[src/rtl/pong_pkg.sv]
// Shared Pong constants: playfield geometry, paddle reset position, tracker FSM encoding.
// Latency: n/a (declarations only).
// Backpressure: n/a.
package pong_pkg;

    localparam int SCREEN_H = 480;
    localparam int PADDLE_H = 64;
    localparam int Y_W      = 10;

    // Paddle centred vertically on reset.
    localparam logic [Y_W-1:0] PADDLE_Y_INIT = Y_W'((SCREEN_H - PADDLE_H) / 2);

    typedef enum logic [1:0] {
        S_FILL  = 2'd0,  // collecting samples for the current window
        S_FILT  = 2'd1,  // deadband decision on the fresh average
        S_SCALE = 2'd2   // map filtered value onto the playfield
    } track_state_e;

endpackage

[src/rtl/pot_avg_filter.sv]
// Block-averages 2^AVG_LOG2 ADC samples and applies a deadband before accepting a new value.
// Latency: window average registered on the last sample edge; filt updated one edge later.
// Backpressure: none; every sample_tick is consumed, and windows restart back to back.
//
// Ports:
//   sys_clk, reset   clock, async active-low reset
//   adc_value        8-bit potentiometer reading, sampled when sample_tick=1
//   sample_tick      one-cycle sample strobe
//   win_done         combinational: this sample_tick completes a window
//   filt             deadband-filtered average
//   filt_update      one-cycle pulse the cycle after filt was overwritten
module pot_avg_filter
    import pong_pkg::*;
#(
    parameter int AVG_LOG2 = 2,
    parameter int DEADBAND = 2
) (
    input  logic       sys_clk,
    input  logic       reset,
    input  logic [7:0] adc_value,
    input  logic       sample_tick,
    output logic       win_done,
    output logic [7:0] filt,
    output logic       filt_update
);

    localparam int                  SUM_W    = 8 + AVG_LOG2;
    localparam logic [AVG_LOG2-1:0] CNT_LAST = '1;
    localparam logic [7:0]          DB       = 8'(DEADBAND);

    logic [SUM_W-1:0]    sum_q, sum_d;
    logic [AVG_LOG2-1:0] cnt_q, cnt_d;
    logic [7:0]          avg_q, avg_d;
    logic                avg_vld_q, avg_vld_d;
    logic [7:0]          filt_q, filt_d;
    logic                have_q, have_d;
    logic                upd_q, upd_d;

    logic [SUM_W-1:0] sum_full;
    logic [7:0]       diff;

    assign sum_full = sum_q + SUM_W'(adc_value);
    assign win_done = sample_tick && (cnt_q == CNT_LAST);
    assign diff     = (avg_q >= filt_q) ? (avg_q - filt_q) : (filt_q - avg_q);

    always_comb begin
        sum_d     = sum_q;
        cnt_d     = cnt_q;
        avg_d     = avg_q;
        avg_vld_d = 1'b0;
        filt_d    = filt_q;
        have_d    = have_q;
        upd_d     = 1'b0;

        if (sample_tick) begin
            if (win_done) begin
                // Include the completing sample directly so no cycle is lost.
                avg_d     = sum_full[SUM_W-1:AVG_LOG2];
                avg_vld_d = 1'b1;
                sum_d     = '0;
                cnt_d     = '0;
            end else begin
                sum_d = sum_full;
                cnt_d = cnt_q + AVG_LOG2'(1);
            end
        end

        // A window takes at least 2^AVG_LOG2 cycles, so avg_vld_q never
        // overlaps with the next win_done.
        if (avg_vld_q) begin
            if (!have_q || (diff > DB)) begin
                filt_d = avg_q;
                upd_d  = 1'b1;
            end
            have_d = 1'b1;
        end
    end

    always_ff @(posedge sys_clk or negedge reset) begin
        if (!reset) begin
            sum_q     <= '0;
            cnt_q     <= '0;
            avg_q     <= '0;
            avg_vld_q <= 1'b0;
            filt_q    <= '0;
            have_q    <= 1'b0;
            upd_q     <= 1'b0;
        end else begin
            sum_q     <= sum_d;
            cnt_q     <= cnt_d;
            avg_q     <= avg_d;
            avg_vld_q <= avg_vld_d;
            filt_q    <= filt_d;
            have_q    <= have_d;
            upd_q     <= upd_d;
        end
    end

    assign filt        = filt_q;
    assign filt_update = upd_q;

endmodule

[src/rtl/paddle_tracker.sv]
// Turns filtered potentiometer readings into a slew-limited paddle Y position.
// Latency: target ready 2 edges after the window-completing sample; paddle moves on frame_tick.
// Backpressure: none; strobes are consumed in the cycle they are asserted.
//
// Ports:
//   sys_clk, reset   clock, async active-low reset
//   adc_value        registered 8-bit potentiometer value
//   sample_tick      one-cycle sample strobe
//   frame_tick       one-cycle frame-start strobe; paddle step happens here
//   paddle_y         top row of paddle, 0..SCREEN_H-PADDLE_H
//   paddle_valid     sticky, set once the first target has been computed
//   moving           paddle_y changed on the most recent frame_tick
module paddle_tracker
    import pong_pkg::*;
#(
    parameter int AVG_LOG2 = 2,
    parameter int DEADBAND = 2,
    parameter int MAX_STEP = 8
) (
    input  logic           sys_clk,
    input  logic           reset,
    input  logic [7:0]     adc_value,
    input  logic           sample_tick,
    input  logic           frame_tick,
    output logic [Y_W-1:0] paddle_y,
    output logic           paddle_valid,
    output logic           moving
);

    localparam int                    SPAN_W = 9;
    localparam logic [SPAN_W-1:0]     SPAN   = SPAN_W'(SCREEN_H - PADDLE_H);
    localparam logic signed [Y_W:0]   STEP_S = (Y_W+1)'(MAX_STEP);
    localparam logic [Y_W-1:0]        STEP_U = Y_W'(MAX_STEP);

    logic       win_done;
    logic [7:0] filt;
    logic       filt_update;

    pot_avg_filter #(
        .AVG_LOG2 (AVG_LOG2),
        .DEADBAND (DEADBAND)
    ) u_filter (
        .sys_clk     (sys_clk),
        .reset       (reset),
        .adc_value   (adc_value),
        .sample_tick (sample_tick),
        .win_done    (win_done),
        .filt        (filt),
        .filt_update (filt_update)
    );

    track_state_e      state_q, state_d;
    logic [Y_W-1:0]    target_q, target_d;
    logic [Y_W-1:0]    paddle_y_q, paddle_y_d;
    logic              valid_q, valid_d;
    logic              moving_q, moving_d;

    logic [8+SPAN_W-1:0] prod;
    logic signed [Y_W:0] diff;

    // filt*SPAN/256 never exceeds SPAN, so the target is always in range.
    assign prod = filt * SPAN;
    // One extra bit keeps the difference signed without wrap at either end.
    assign diff = $signed({1'b0, target_q}) - $signed({1'b0, paddle_y_q});

    always_comb begin
        state_d    = state_q;
        target_d   = target_q;
        paddle_y_d = paddle_y_q;
        valid_d    = valid_q;
        moving_d   = moving_q;

        case (state_q)
            S_FILL:  if (win_done) state_d = S_FILT;
            S_FILT:  state_d = S_SCALE;
            S_SCALE: begin
                // An unchanged filt would rescale to the same target.
                if (filt_update) begin
                    target_d = {1'b0, prod[8+SPAN_W-1:8]};
                end
                valid_d = 1'b1;
                state_d = S_FILL;
            end
            default: state_d = S_FILL;
        endcase

        // Uses the target registered before this edge, even if S_SCALE
        // is writing a new one in the same cycle.
        if (frame_tick) begin
            if (!valid_q) begin
                moving_d = 1'b0;
            end else begin
                moving_d = (diff != '0);
                if ((diff <= STEP_S) && (diff >= -STEP_S)) begin
                    paddle_y_d = target_q;
                end else if (diff > 0) begin
                    paddle_y_d = paddle_y_q + STEP_U;
                end else begin
                    paddle_y_d = paddle_y_q - STEP_U;
                end
            end
        end
    end

    always_ff @(posedge sys_clk or negedge reset) begin
        if (!reset) begin
            state_q    <= S_FILL;
            target_q   <= '0;
            paddle_y_q <= PADDLE_Y_INIT;
            valid_q    <= 1'b0;
            moving_q   <= 1'b0;
        end else begin
            state_q    <= state_d;
            target_q   <= target_d;
            paddle_y_q <= paddle_y_d;
            valid_q    <= valid_d;
            moving_q   <= moving_d;
        end
    end

    assign paddle_y     = paddle_y_q;
    assign paddle_valid = valid_q;
    assign moving       = moving_q;

endmodule

[config.mk]
export PLATFORM = sky130hd
export DESIGN_NAME = paddle_tracker
export DESIGN_NICKNAME = d
export VERILOG_FILES = /design/src/rtl/pong_pkg.sv /design/src/rtl/pot_avg_filter.sv /design/src/rtl/paddle_tracker.sv
export SDC_FILE = /design/constraint.sdc
export NUM_CORES = 1
export LEC_CHECK = 0
export ABC_AREA = 1
export CAP_MARGIN = 5
export CORE_AREA = 5 5 72 139
export DETAILED_ROUTE_END_ITERATION = 12
export DIE_AREA = 0 0 77 144
export PLACE_DENSITY = 0.81
export SETUP_SLACK_MARGIN = 0.15
export SKIP_LAST_GASP = 1
export SYNTH_ARGS = -nofsm -noshare
export SYNTH_HDL_FRONTEND = slang
export SYNTH_SLANG_ARGS = --single-unit
[constraint.sdc]
create_clock -name sys_clk -period 3.16 [get_ports sys_clk]
set_input_delay 0.948 -clock sys_clk [delete_from_list [all_inputs] [get_ports sys_clk]]
set_output_delay 0.948 -clock sys_clk [all_outputs]
set_load 0.1 [all_outputs]
======== Word level (Yosys, flattened, before mapping) ========
Index checks and enable logic that the tools add are counted.
cells by class
  add/sub/neg operators ................... 7
  $mul .................................... 1
  div/mod/pow operators ................... 0
  $lt $le $gt $ge ......................... 5
  equal/unequal tests ..................... 4
  shifts and indexed selects .............. 0
  muxes and demuxes ....................... 12
  bitwise gates (word level) .............. 0
  reduce and logical (&&, ||, !) cells .... 10
operators by type and width
  cell                   count
  $mux 10                3
  $sub 8x8->8            2
  $mul 8x4->12 const B   1
  $ge 11x4->1 const B    1
  $gt 11x1->1 const B    1
  $le 11x5->1 const B    1
  $reduce_bool 11->1     1
  $sub 9x10->11          1
  $add 10x4->10 const B  1
  $add 10x8->10          1
  $sub 10x4->10 const B  1
  $ge 8x8->1             1
  $gt 8x2->1 const B     1
  $mux 8                 1
  $reduce_and 2->1       4
  $mux 1                 5
  $eq 2x2->1 const B     2
  $mux 2                 2
  $pmux 2 s2             1
  $add 2x1->2 const B    1
  $eq 2x1->1 const B     1
  $logic_and 1x1->1      2
  $logic_not 2->1        1
  $ne 2x1->1 const B     1
  2 further kinds        2
word-level totals
  register bits ........................... 54
  bits in latches ......................... 0
  memory bits (writable) .................. 0
  bits in read-only memories .............. 0
  output and inout port bits .............. 12
  logic and storage cells ................. 51
  memories kept ........................... 0

======== Logic depth before layout (Yosys ltp) ========
Gate-level depths: netlist of run 1.
  word-level depth ........................ 6
  gate-level depth with buffers ........... 26

======== By module ========
From an unflattened synthesis of run 1, not the netlist that was laid out.
unflattened totals
  cell total of the unflattened synthesis .. 688
  area, all modules ....................... 4877.2 sq um
modules (own cells, without submodules)
  module          instances  cells each  area an instance (sq um)  sequential area each (sq um)
  paddle_tracker  1          362         2509.9                    579.3
  pot_avg_filter  1          326         2367.3                    775.7

======== Least setup slack after synthesis of run 1 ========
OpenSTA, ideal clock, no wires.
  path type ............................... register to register
  start ................................... register paddle_y_q[0], in the netlist paddle_y[0]
  end ..................................... register paddle_y_q[9], in the netlist paddle_y[9]
  library setup time ...................... 0.120 ns
  arrival time ............................ 3.693 ns
  required time ........................... 3.040 ns
  slack ................................... -0.653 ns
  cell stages (with the launch flop) ...... 25
  path through ............................ dfrtp_1 ha_1 inv_1 fa_1 nand3_1 nand2_1 nand2_1 nand2_1 nand2_1 nand3_2 nor2_2 nand3_1 nand2_1 ha_1 a21oi_1 nand2_1 nand2_1 nand2_1 a21oi_1 xor2_1 inv_1 nand2_1 nand2_1 nand2_1 nand2_1
between the ends
  cells in the longest elaborated chain, start to end .. 4
  elaborated cells between the ends (all ways) .. 9
  classes of those cells .................. add/sub: 3; order compare: 3; mux: 2; reduce/logical: 1
RTL lines
  what                                          line                                        text
  start, declared                               paddle_tracker.sv:54                        logic [Y_W-1:0] paddle_y_q, paddle_y_d;
  start signal, assigned                        paddle_tracker.sv:115                       paddle_y_q <= paddle_y_d;
  $sub 9x10->11                                 paddle_tracker.sv:64                        assign diff = $signed({1'b0, target_q}) - $signed({1'b0, paddle_y_q});
  $gt 11x1->1, or another cell as far along     paddle_tracker.sv:96                        end else if (diff > 0) begin
  $mux 10 or $logic_and 1x1->1 (tied branches)  paddle_tracker.sv:96, paddle_tracker.sv:94
  $mux 10 (*)                                   paddle_tracker.sv:94                        if ((diff <= STEP_S) && (diff >= -STEP_S)) begin
Mark *: on every way between the ends. The rest lies on a longest branch, timed or not.
A chain may end at the register's enable or synchronous reset.

======== Final worst setup path of run 1 ========
  start ................................... register paddle_y_q[7], in the netlist paddle_y[7]
  end ..................................... register paddle_y_q[9], in the netlist paddle_y[9]
The elaborated chain is that of the path after synthesis.

==> results of run 1 <==
-- stage by stage --
step | TNS, ns | instance area, µm² | util | hold WS, ns | cells
floorplan | -0.0186 | 4930 | - | 0.408 | 648
global placement | 0 | 5330 | 0.600 | 0.421 | 782
detailed placement | -0.0167 | 5330 | 0.600 | 0.424 | 782
CTS | 0 | 5630 | 0.633 | 0.434 | 799
global route | -0.470 | 5990 | 0.674 | 0.465 | 816
finish | -0.229 | 5990 | 0.674 | 0.431 | 816
-- sequential cells by signal, indices dropped and copies added (netlist names) --
signal,count
paddle_y,10
u_filter.sum_q,10
target_q,9
u_filter.avg_q,8
u_filter.filt,8
state_q,2
u_filter.cnt_q,2
moving,1
paddle_valid,1
u_filter.avg_vld_q,1
u_filter.filt_update,1
u_filter.have_q,1
-- final timing paths --
path	endpoint	slack, ns
worst max-delay path	paddle_y[9]$_DFFE_PN0P_	-0.23
worst min-delay path	state_q[0]$_DFFE_PN0P_	0.43
worst max register to register	paddle_y[9]$_DFFE_PN0P_	-0.23
worst min register to register	state_q[0]$_DFFE_PN0P_	0.43
max in group asynchronous	u_filter.filt[2]$_DFFE_PN0P_	1.79
min in group asynchronous	u_filter.sum_q[7]$_DFFE_PN0P_	0.67
-- Yosys cell counts (all sizes together) --
| cell | instances |
|---|---|
| nand2 | 209 |
| inv | 110 |
| nand3 | 74 |
| ha | 57 |
| dfrtp | 51 |
| o21ai | 33 |
| a21oi | 25 |
| nor2 | 25 |
| xor2 | 13 |
| fa | 10 |
| nand4 | 6 |
| nand3b | 5 |
| xnor2 | 5 |
| nor3 | 4 |
| or2 | 4 |
| buf | 3 |
| clkbuf | 3 |
| dfstp | 3 |
| a21o | 2 |
| a22o | 2 |
| a31oi | 1 |
| clkinv | 1 |
| o21bai | 1 |
| o221ai | 1 |
-- worst max-delay path, delay by kind of cell (launching register included) --
family,cells,cell delay (ns)
AOI/OAI and AO/OA,3,0.45
xor gates and xnor gates,1,0.23
adders and majority gates,2,0.53
buffers and inverters,3,0.18
DFF,1,0.63
and+or+nand+nor,15,1.23
-- timing repair --
action	4_1_cts	5_1_grt
gates cloned	0	0
pin swaps	17	46
gates resized for setup	22	61
setup buffers	9	17
endpoints found under the setup margin	4	8
-- area by class of cell --
type,instances,area (µm²),share of cell area
Clock buffer,5,125,0.0209
Timing Repair Buffer,64,503,0.0840
Clock inverter,3,28.8,0.00480
Multi-Input combinational cell,477,3390,0.567
Inverter,111,422,0.0704
Sequential cell,54,1390,0.232
Tap cell,102,128,0.0213
-- per-layer routing --
layer | track usage | share of wire
met5 | 0 | 0
met4 | 0.142 | 0.063
met3 | 0.0231 | 0.024
met2 | 0.455 | 0.59
met1 | 0.181 | 0.32
-- logic make-up (layout without fill, tap and decap cells) --
group,count (synthesis),after routing,synth area share
simple gates,327,327,0.313
buf+inv,117,183,0.0951
fa+ha+maj,67,67,0.192
compound gates,65,65,0.0806
flops,54,54,0.285
xor+xnor,18,18,0.0332
==> key figures, run 1 <==
Logic synthesis
  • Synth area leader: dfrtp_1
  • Synth area leaders: dfrtp_1 (27%), nand2_1 (16%), ha_1 (15%), inv_1 (8.5%), nand3_1 (6.7%)
  • Seq cells post-synth: 54
  • Synthesized area: 4750 µm²
  • Synth Instances: 648
  • Syn avg cell area: 7.33 µm²
  • Yosys top cell area share: 0.269
  • Syn Nets: between 700 and 800
  • Seq/Total Area, Yosys: 0.285
  • Ys Warns: 0
  • Unique masters post-synth: 37

Finish
  • # fillers: 676
  • Most frequent cells in the layout: nand2_1 (178), inv_1 (94), nand3_1 (55), buf_4 (53), ha_1 (45)
  • Area grow syn2layout: 26.1%
  • Layout cell share with drive strength beyond 1: 0.269
  • Ant diodes: 0
  • Most common cell after layout, fill and taps aside: nand2_1
  • Total Nets Final: 792

Placed design
  • DP HPWL: 9560 µm
  • Dpl ws: -0.0167 ns
  • Port Buffers: 23
  • Final RePlAce weighted congestion: 0.904

Clock tree
  • CTS tree: built
  • CTS H-tree lvls: 2
  • Post-CTS Hold Buffers: 0
  • Clock Path Buffers: 2
  • TritonCTS Buffers: 5
  • # clock sinks: 54
  • Clock root cell: clkbuf_16
  • Reg clk slew, reported paths: about 0.08 ns
  • Later-pin clock latency in the skew report: just over 0.3 ns

Global routing
  • Overflow after GRT: 0
  • Antenna violations before repair: 0
  • Pin count of the biggest net entering global routing: 31
  • Vias in the first global route: 4577
  • First-pass GRT wire length: 19500 µm
  • Tot GR Track Use: 0.217

Timing
  • Worst-Margin Slew: around 0.66 ns
  • Clock Skews: around 0.0085 ns
  • Tcrit/Tclk final: 1.07
  • Min Tclk post-route: about 3.4 ns
  • RSZ-0062 raised after global routing: true
  • Fin worst setup slack: -0.229 ns
  • Max-slew violations: 0
  • Final setup vio count: 1
  • Final Hold Fails: 0
  • Slew Limit Headroom: 0.560
  • FMAX: 295 MHz

Floorplan
  • Die Wd: 77 µm
  • # rows: between 40 and 50
  • DIE AREA: around 11000 µm²
  • Core ar.: 8890 µm²
  • Io pins: 24
  • Starting Density: 0.534
  • Die Ht: roughly 140 µm

Setup path
  • Top cell by count, worst path: nand2_1
  • CP max stage delay: 0.63 ns
  • Reg-to-Reg Start: paddle_y[7]$_DFFE_PN1P_
  • Nature of the critical path startpoint: flop
  • Critical-path maximum fanout: 6
  • Worst Setup SP: paddle_y[7]$_DFFE_PN1P_
  • Crit path kind: reg2reg
  • WP data required: 3.35 ns
  • Critical-path top delay cell: dfstp_4
  • Cells along the critical path: inv_2 > ha_4 > inv_4 > o21ai_4 > nand2_1 > nand2_1 > nand2_2 > nand3_4 > nand2_4 > nor2_4 > nand3_4 > nand2_8 > ha_4 > a21oi_2 > nand2_2 > nand2_1 > nand2_1 > a21oi_2 > xor2_1 > inv_1 > nand2_1 > nand2_1 > nand2_1 > nand2_1
  • Worst Path Arrival: 3.58 ns
  • Setup crit end kind: flop
  • R2R depth: 24

Route
  • DR iter-0 viols: 164
  • DR vias: 4524
  • Wire length per cell: 16.1 µm
  • Routed Antenna Nets: 0
  • DR vias/cell: 5.54
  • Final WL: roughly 13000 µm
  • Drt first pass iters: 4
  • # DRC: 0

Min path
  • Min-Delay Path Class: reg2reg
  • Cell depth of the worst hold path: 1
  • Worst Hold Launch: state_q[0]$_DFFE_PN0P_

Outcome
  • Status: finished, violations left
  • Violated checks: negative setup slack

Job
  • Max Cap Viol: 0
Power of run 1 is left out: the tool's default activity adds up to more than one toggle a clock period on the data nets, which glitch-free logic cannot reach.
==> run 2: changes to the inputs <==
- clock period: 3.16 -> 3.05 ns (I/O delays scaled with it)
==> key figures, run 2 (synthesized netlist as in run 1, its figures left out) <==
Timing
  • FMAX: 305 MHz (was 295 MHz)
  • Fin worst setup slack: -0.233 ns (was -0.229 ns)
  • Slew Limit Headroom: 0.541 (was 0.560)
  • Worst-Margin Slew: 0.688 ns (was 0.659 ns)
  • Hold WS: 0.444 ns (was 0.431 ns)
  • Min Tclk post-route: 3.28 ns (was 3.39 ns)
  • Clock Skews: 0.00639 ns (was 0.00849 ns)
  • Tcrit/Tclk final: 1.08 (was 1.07)
  • Max-slew violations: 0 (unchanged)
  • RSZ-0062 raised after global routing: true (unchanged)
  • Final Hold Fails: 0 (unchanged)
  • Final setup vio count: 2 (was 1)

Finish
  • Most frequent cells in the layout: nand2_1 (171), inv_1 (94), buf_4 (55), nand3_1 (46), dfrtp_1 (44) (was nand2_1 (178), inv_1 (94), nand3_1 (55), buf_4 (53), ha_1 (45))
  • # fillers: 659 (was 676)
  • Most common cell after layout, fill and taps aside: nand2_1 (unchanged)
  • Area grow syn2layout: 30.0% (was 26.1%)
  • Multi-input gate area in the final layout: 3450 µm² (was 3390 µm²)
  • Post-route cell area: 6180 µm² (was 5990 µm²)
  • Ant diodes: 0 (unchanged)
  • Fin util: 0.695 (was 0.674)
  • Finished Layout Cells: 829 (was 816)
  • Register area: 1390 µm² (unchanged)
  • Layout cell share with drive strength beyond 1: 0.303 (was 0.269)
  • Total Nets Final: 805 (was 792)

Setup path
  • WP data required: 3.25 ns (was 3.35 ns)
  • Reg2reg end: paddle_y[9]$_DFFE_PN0P_ (unchanged)
  • Reg2reg setup slack: -0.23 ns (about the same)
  • Crit path kind: reg2reg (unchanged)
  • Nature of the critical path startpoint: flop (unchanged)
  • Critical-path maximum fanout: 5 (was 6)
  • Reg-to-Reg Start: paddle_y[0]$_DFFE_PN0P_ (was paddle_y[7]$_DFFE_PN1P_)
  • Worst Path Arrival: 3.48 ns (was 3.58 ns)
  • Setup crit end kind: flop (unchanged)
  • R2R depth: 21 (was 24)

Route
  • DR vias: 4550 (was 4524)
  • Final WL: 13100 µm (about the same)
  • Drt first pass iters: 4 (unchanged)
  • DR vias/cell: 5.49 (was 5.54)
  • Wire length per cell: 15.8 µm (was 16.1 µm)
  • # DRC: 0 (unchanged)
  • Routed Antenna Nets: 0 (unchanged)
  • DR iter-0 viols: 218 (was 164)

Global routing
  • Tot GR Track Use: 0.222 (was 0.217)
  • First-pass GRT wire length: 20100 µm (was 19500 µm)
  • Overflow after GRT: 0 (unchanged)
  • Pin count of the biggest net entering global routing: 55 (was 31)
  • Antenna violations before repair: 0 (unchanged)
  • Vias in the first global route: 4764 (was 4577)

Floorplan
  • DIE AREA: 11100 µm² (unchanged)
  • Core ar.: 8890 µm² (unchanged)
  • Starting Density: 0.534 (unchanged)
  • Io pins: 24 (unchanged)
  • Die Wd: 77 µm (unchanged)
  • # rows: 49 (unchanged)
  • Die Ht: 144 µm (unchanged)

Clock tree
  • CTS H-tree lvls: 2 (unchanged)
  • Reg clk slew, reported paths: 0.08 ns (about the same)
  • Clock root cell: clkbuf_16 (unchanged)
  • Post-CTS Hold Buffers: 0 (unchanged)
  • TritonCTS Buffers: 5 (unchanged)
  • Later-pin clock latency in the skew report: 0.30 ns (was 0.31 ns)
  • # clock sinks: 54 (unchanged)
  • CTS tree: built (unchanged)
  • Clock Path Buffers: 2 (unchanged)

Outcome
  • Violated checks: negative setup slack (unchanged)
  • Status: finished, violations left (unchanged)

Placed design
  • Area after DPL: 5410 µm² (was 5330 µm²)
  • DP HPWL: 9570 µm (was 9560 µm)
  • Port Buffers: 23 (unchanged)
  • Final RePlAce weighted congestion: 0.959 (was 0.904)
  • Cells after DPL: 792 (was 782)

Min path
  • WHS Endpoint: state_q[0]$_DFFE_PN0P_ (unchanged)
  • Worst Hold Launch: state_q[0]$_DFFE_PN0P_ (unchanged)
  • Min-Delay Path Class: reg2reg (unchanged)
  • Cell depth of the worst hold path: 1 (unchanged)

Job
  • Max Cap Viol: 0 (unchanged)
==> run 2: critical path, cell delays in order, from the launching register on <==
cell	delay, ns
dfrtp_4	0.49
ha_4	0.16
inv_2	0.06
fa_2	0.41
nand3b_1	0.21
nor2_2	0.17
nand3_4	0.09
nor2_4	0.13
nand3_4	0.12
nand2_8	0.12
ha_4	0.21
a21oi_2	0.13
nand2_1	0.10
nand2_1	0.07
nand2_1	0.06
a21oi_2	0.14
xor2_1	0.24
inv_1	0.07
nand2_1	0.07
nand2_1	0.05
nand2_1	0.05
nand2_1	0.05
==> run 2: per-stage QoR <==
stage                     TNS (ns)  setup slack (ns)
after floorplan             -0.129            -0.129
after global placement     -0.0301           -0.0301
after detailed placement    -0.351            -0.126
after CTS                  -0.0331           -0.0331
after global routing         -1.00            -0.418
final                       -0.359            -0.233
==> run 2: layer usage <==
metal | track usage | wire (µm)
met1 | 0.185 | 4140
met4 | 0.124 | 759
met2 | 0.477 | 7860
met3 | 0.0218 | 296
met5 | 0 | 0
==> run 2: what timing repair did <==
item | CTS | global route
gates resized for setup | 30 | 75
endpoints found under the hold margin | 0 | 0
setup endpoints to repair | 5 | 14
pin swaps | 16 | 60
buffers inserted | 9 | 20
==> run 2: final cells by class <==
type                            count  area share
Tap cell                          102      0.0207
Multi-Input combinational cell    477       0.558
Clock inverter                      3     0.00466
Sequential cell                    54       0.225
Timing Repair Buffer               77       0.104
Inverter                          111      0.0675
Clock buffer                        5      0.0203
==> run 2: how the worst max path moves through the flow <==
stage	endpoint	slack [ns]	from	depth (start not counted)
2_1_floorplan	paddle_y[9]$_DFFE_PN0P_	-0.13	paddle_y[4]$_DFFE_PN1P_	25
3_3_place_gp	paddle_y[9]$_DFFE_PN0P_	-0.03	paddle_y[0]$_DFFE_PN0P_	21
3_5_place_dp	paddle_y[9]$_DFFE_PN0P_	-0.13	paddle_y[6]$_DFFE_PN1P_	23
4_1_cts	paddle_y[9]$_DFFE_PN0P_	-0.03	target_q[0]$_DFFE_PN0P_	25
5_1_grt	paddle_y[9]$_DFFE_PN0P_	-0.42	paddle_y[7]$_DFFE_PN1P_	23
6_report	paddle_y[9]$_DFFE_PN0P_	-0.23	paddle_y[0]$_DFFE_PN0P_	21
Power of run 2 is left out for the same reason.
==> run 3: changes to the inputs <==
- PLACE_DENSITY: 0.81 -> 0.75
==> key figures, run 3 (synthesized netlist as in run 1, its figures left out) <==
Finish
  • # fillers: 714 (was 659)
  • Most frequent cells in the layout: nand2_1 (184), inv_1 (94), buf_4 (68), nand3_1 (56), dfrtp_1 (44) (was nand2_1 (171), inv_1 (94), buf_4 (55), nand3_1 (46), dfrtp_1 (44))
  • Most common cell after layout, fill and taps aside: nand2_1 (unchanged)
  • Total Nets Final: 811 (was 805)
  • Ant diodes: 0 (unchanged)
  • Area grow syn2layout: 27.9% (was 30.0%)
  • Post-route cell area: 6070 µm² (was 6180 µm²)
  • Layout cell share with drive strength beyond 1: 0.282 (was 0.303)

Setup path
  • Crit path kind: reg2reg (unchanged)
  • Worst Path Arrival: 3.42 ns (was 3.48 ns)
  • WP data required: 3.25 ns (about the same)
  • Critical-path maximum fanout: 5 (unchanged)
  • Worst Setup SP: paddle_y[7]$_DFFE_PN1P_ (was paddle_y[0]$_DFFE_PN0P_)
  • Nature of the critical path startpoint: flop (unchanged)
  • R2R depth: 23 (was 21)
  • Reg2reg setup slack: -0.17 ns (was -0.23 ns)
  • Reg-to-Reg Start: paddle_y[7]$_DFFE_PN1P_ (was paddle_y[0]$_DFFE_PN0P_)
  • Setup crit end kind: flop (unchanged)
  • Reg2reg end: paddle_y[9]$_DFFE_PN0P_ (unchanged)

Timing
  • Worst-Margin Slew: 0.508 ns (was 0.688 ns)
  • FMAX: 310 MHz (was 305 MHz)
  • Min Tclk post-route: 3.22 ns (was 3.28 ns)
  • Final Hold Fails: 0 (unchanged)
  • Clock Skews: 0.00917 ns (was 0.00639 ns)
  • Final setup vio count: 2 (unchanged)
  • Slew Limit Headroom: 0.662 (was 0.541)
  • Fin worst setup slack: -0.175 ns (was -0.233 ns)
  • RSZ-0062 raised after global routing: true (unchanged)
  • Max-slew violations: 0 (unchanged)
  • Tcrit/Tclk final: 1.06 (was 1.08)

Floorplan
  • Die Ht: 144 µm (unchanged)
  • Core ar.: 8890 µm² (unchanged)
  • # rows: 49 (unchanged)
  • Starting Density: 0.534 (unchanged)
  • DIE AREA: 11100 µm² (unchanged)
  • Io pins: 24 (unchanged)
  • Die Wd: 77 µm (unchanged)

Global routing
  • First-pass GRT wire length: 20400 µm (was 20100 µm)
  • Vias in the first global route: 4727 (was 4764)
  • Tot GR Track Use: 0.226 (was 0.222)
  • Pin count of the biggest net entering global routing: 24 (was 55)
  • Overflow after GRT: 0 (unchanged)
  • Antenna violations before repair: 0 (unchanged)

Route
  • Wire length per cell: 15.0 µm (was 15.8 µm)
  • DR vias/cell: 5.45 (was 5.49)
  • DR vias: 4547 (was 4550)
  • Final WL: 12500 µm (was 13100 µm)
  • Routed Antenna Nets: 0 (unchanged)
  • DR iter-0 viols: 190 (was 218)
  • # DRC: 0 (unchanged)
  • Drt first pass iters: 6 (was 4)

Placed design
  • Final RePlAce weighted congestion: 0.991 (was 0.959)
  • Port Buffers: 23 (unchanged)
  • DP HPWL: 9680 µm (was 9570 µm)
  • Area after DPL: 5460 µm² (was 5410 µm²)

Outcome
  • Violated checks: negative setup slack (unchanged)
  • Status: finished, violations left (unchanged)

Clock tree
  • Reg clk slew, reported paths: 0.07 ns (was 0.08 ns)
  • Clock Path Buffers: 2 (unchanged)
  • CTS H-tree lvls: 2 (unchanged)
  • # clock sinks: 54 (unchanged)
  • TritonCTS Buffers: 5 (unchanged)
  • Post-CTS Hold Buffers: 0 (unchanged)
  • Clock root cell: clkbuf_16 (unchanged)
  • CTS tree: built (unchanged)
  • Later-pin clock latency in the skew report: 0.30 ns (about the same)

Job
  • Max Cap Viol: 0 (unchanged)

Min path
  • Min-Delay Path Class: reg2reg (unchanged)
  • WHS Endpoint: state_q[0]$_DFFE_PN0P_ (unchanged)
  • Cell depth of the worst hold path: 1 (unchanged)
  • Worst Hold Launch: state_q[0]$_DFFE_PN0P_ (unchanged)
-- run 3: cell types whose count changed in the layout (fill, tap and decap cells not counted), sizes merged --
cell and delta:
buf +6, clkinv -2, clkbuf +1, clkdlybuf4s50 -1
clkinvlp +1, dlymetal6s2s +1
-- run 3: final cells by class --
class	instances	area [µm²]	share of cell area
Timing Repair Buffer	83	663	0.109
Sequential cell	54	1390	0.229
Clock buffer	6	139	0.0229
Clock inverter	2	16.3	0.00268
Tap cell	102	128	0.0210
Inverter	111	419	0.0690
Multi-Input combinational cell	477	3320	0.546
-- run 3: worst max-delay path: stages, from the launching register on --
cell	delay [ns]
dfstp_4	0.62
inv_2	0.04
ha_4	0.28
inv_1	0.08
nor3_1	0.27
nand2_2	0.10
nand2_1	0.07
nand2_1	0.07
nand2_2	0.09
nor2_4	0.05
nand3_2	0.09
nand2_4	0.09
fa_2	0.36
nand3_1	0.08
nand2_1	0.08
nand2_1	0.07
nand2_1	0.07
a21oi_2	0.13
xor2_1	0.20
inv_1	0.07
nand2_1	0.06
nand2_1	0.04
nand2_1	0.05
nand2_1	0.04
-- run 3: per-layer routing --
metal / routed length, µm / vias up / GRT usage
met4: 988 / 0 / 0.162
met3: 319 / 68 / 0.0200
li1: - / 2229 / -
met2: 7300 / 108 / 0.469
met1: 3910 / 2142 / 0.190
met5: 0 / - / 0
-- run 3: stage by stage --
stage          utilization  setup WS, ns  instances  TNS [ns]  hold WS, ns
4_1_cts              0.662        -0.110        826    -0.110        0.442
5_1_grt              0.683        -0.412        835    -0.655        0.461
2_1_floorplan            -        -0.129        648    -0.129        0.408
3_5_place_dp         0.614        -0.219        799    -0.474        0.432
6_report             0.683        -0.175        835    -0.198        0.437
3_3_place_gp         0.614       -0.0891        799   -0.0992        0.421
-- run 3: repair_timing --
action,4_1_cts,5_1_grt
setup buffers,19,9
setup endpoints to repair,5,10
pin swaps,42,47
cloned,0,0
endpoints found under the hold margin,0,0
gates resized for setup,33,40
-- run 3: worst max path at each step --
| stage | to | depth (start not counted) |
|---|---|---|
| floorplan | paddle_y[9]$_DFFE_PN0P_ | 25 |
| global route | paddle_y[9]$_DFFE_PN0P_ | 22 |
| detailed placement | paddle_y[9]$_DFFE_PN0P_ | 23 |
| finish | paddle_y[9]$_DFFE_PN0P_ | 23 |
| global placement | paddle_y[9]$_DFFE_PN0P_ | 21 |
| CTS | paddle_y[9]$_DFFE_PN0P_ | 23 |
Power of run 3 is left out for the same reason.
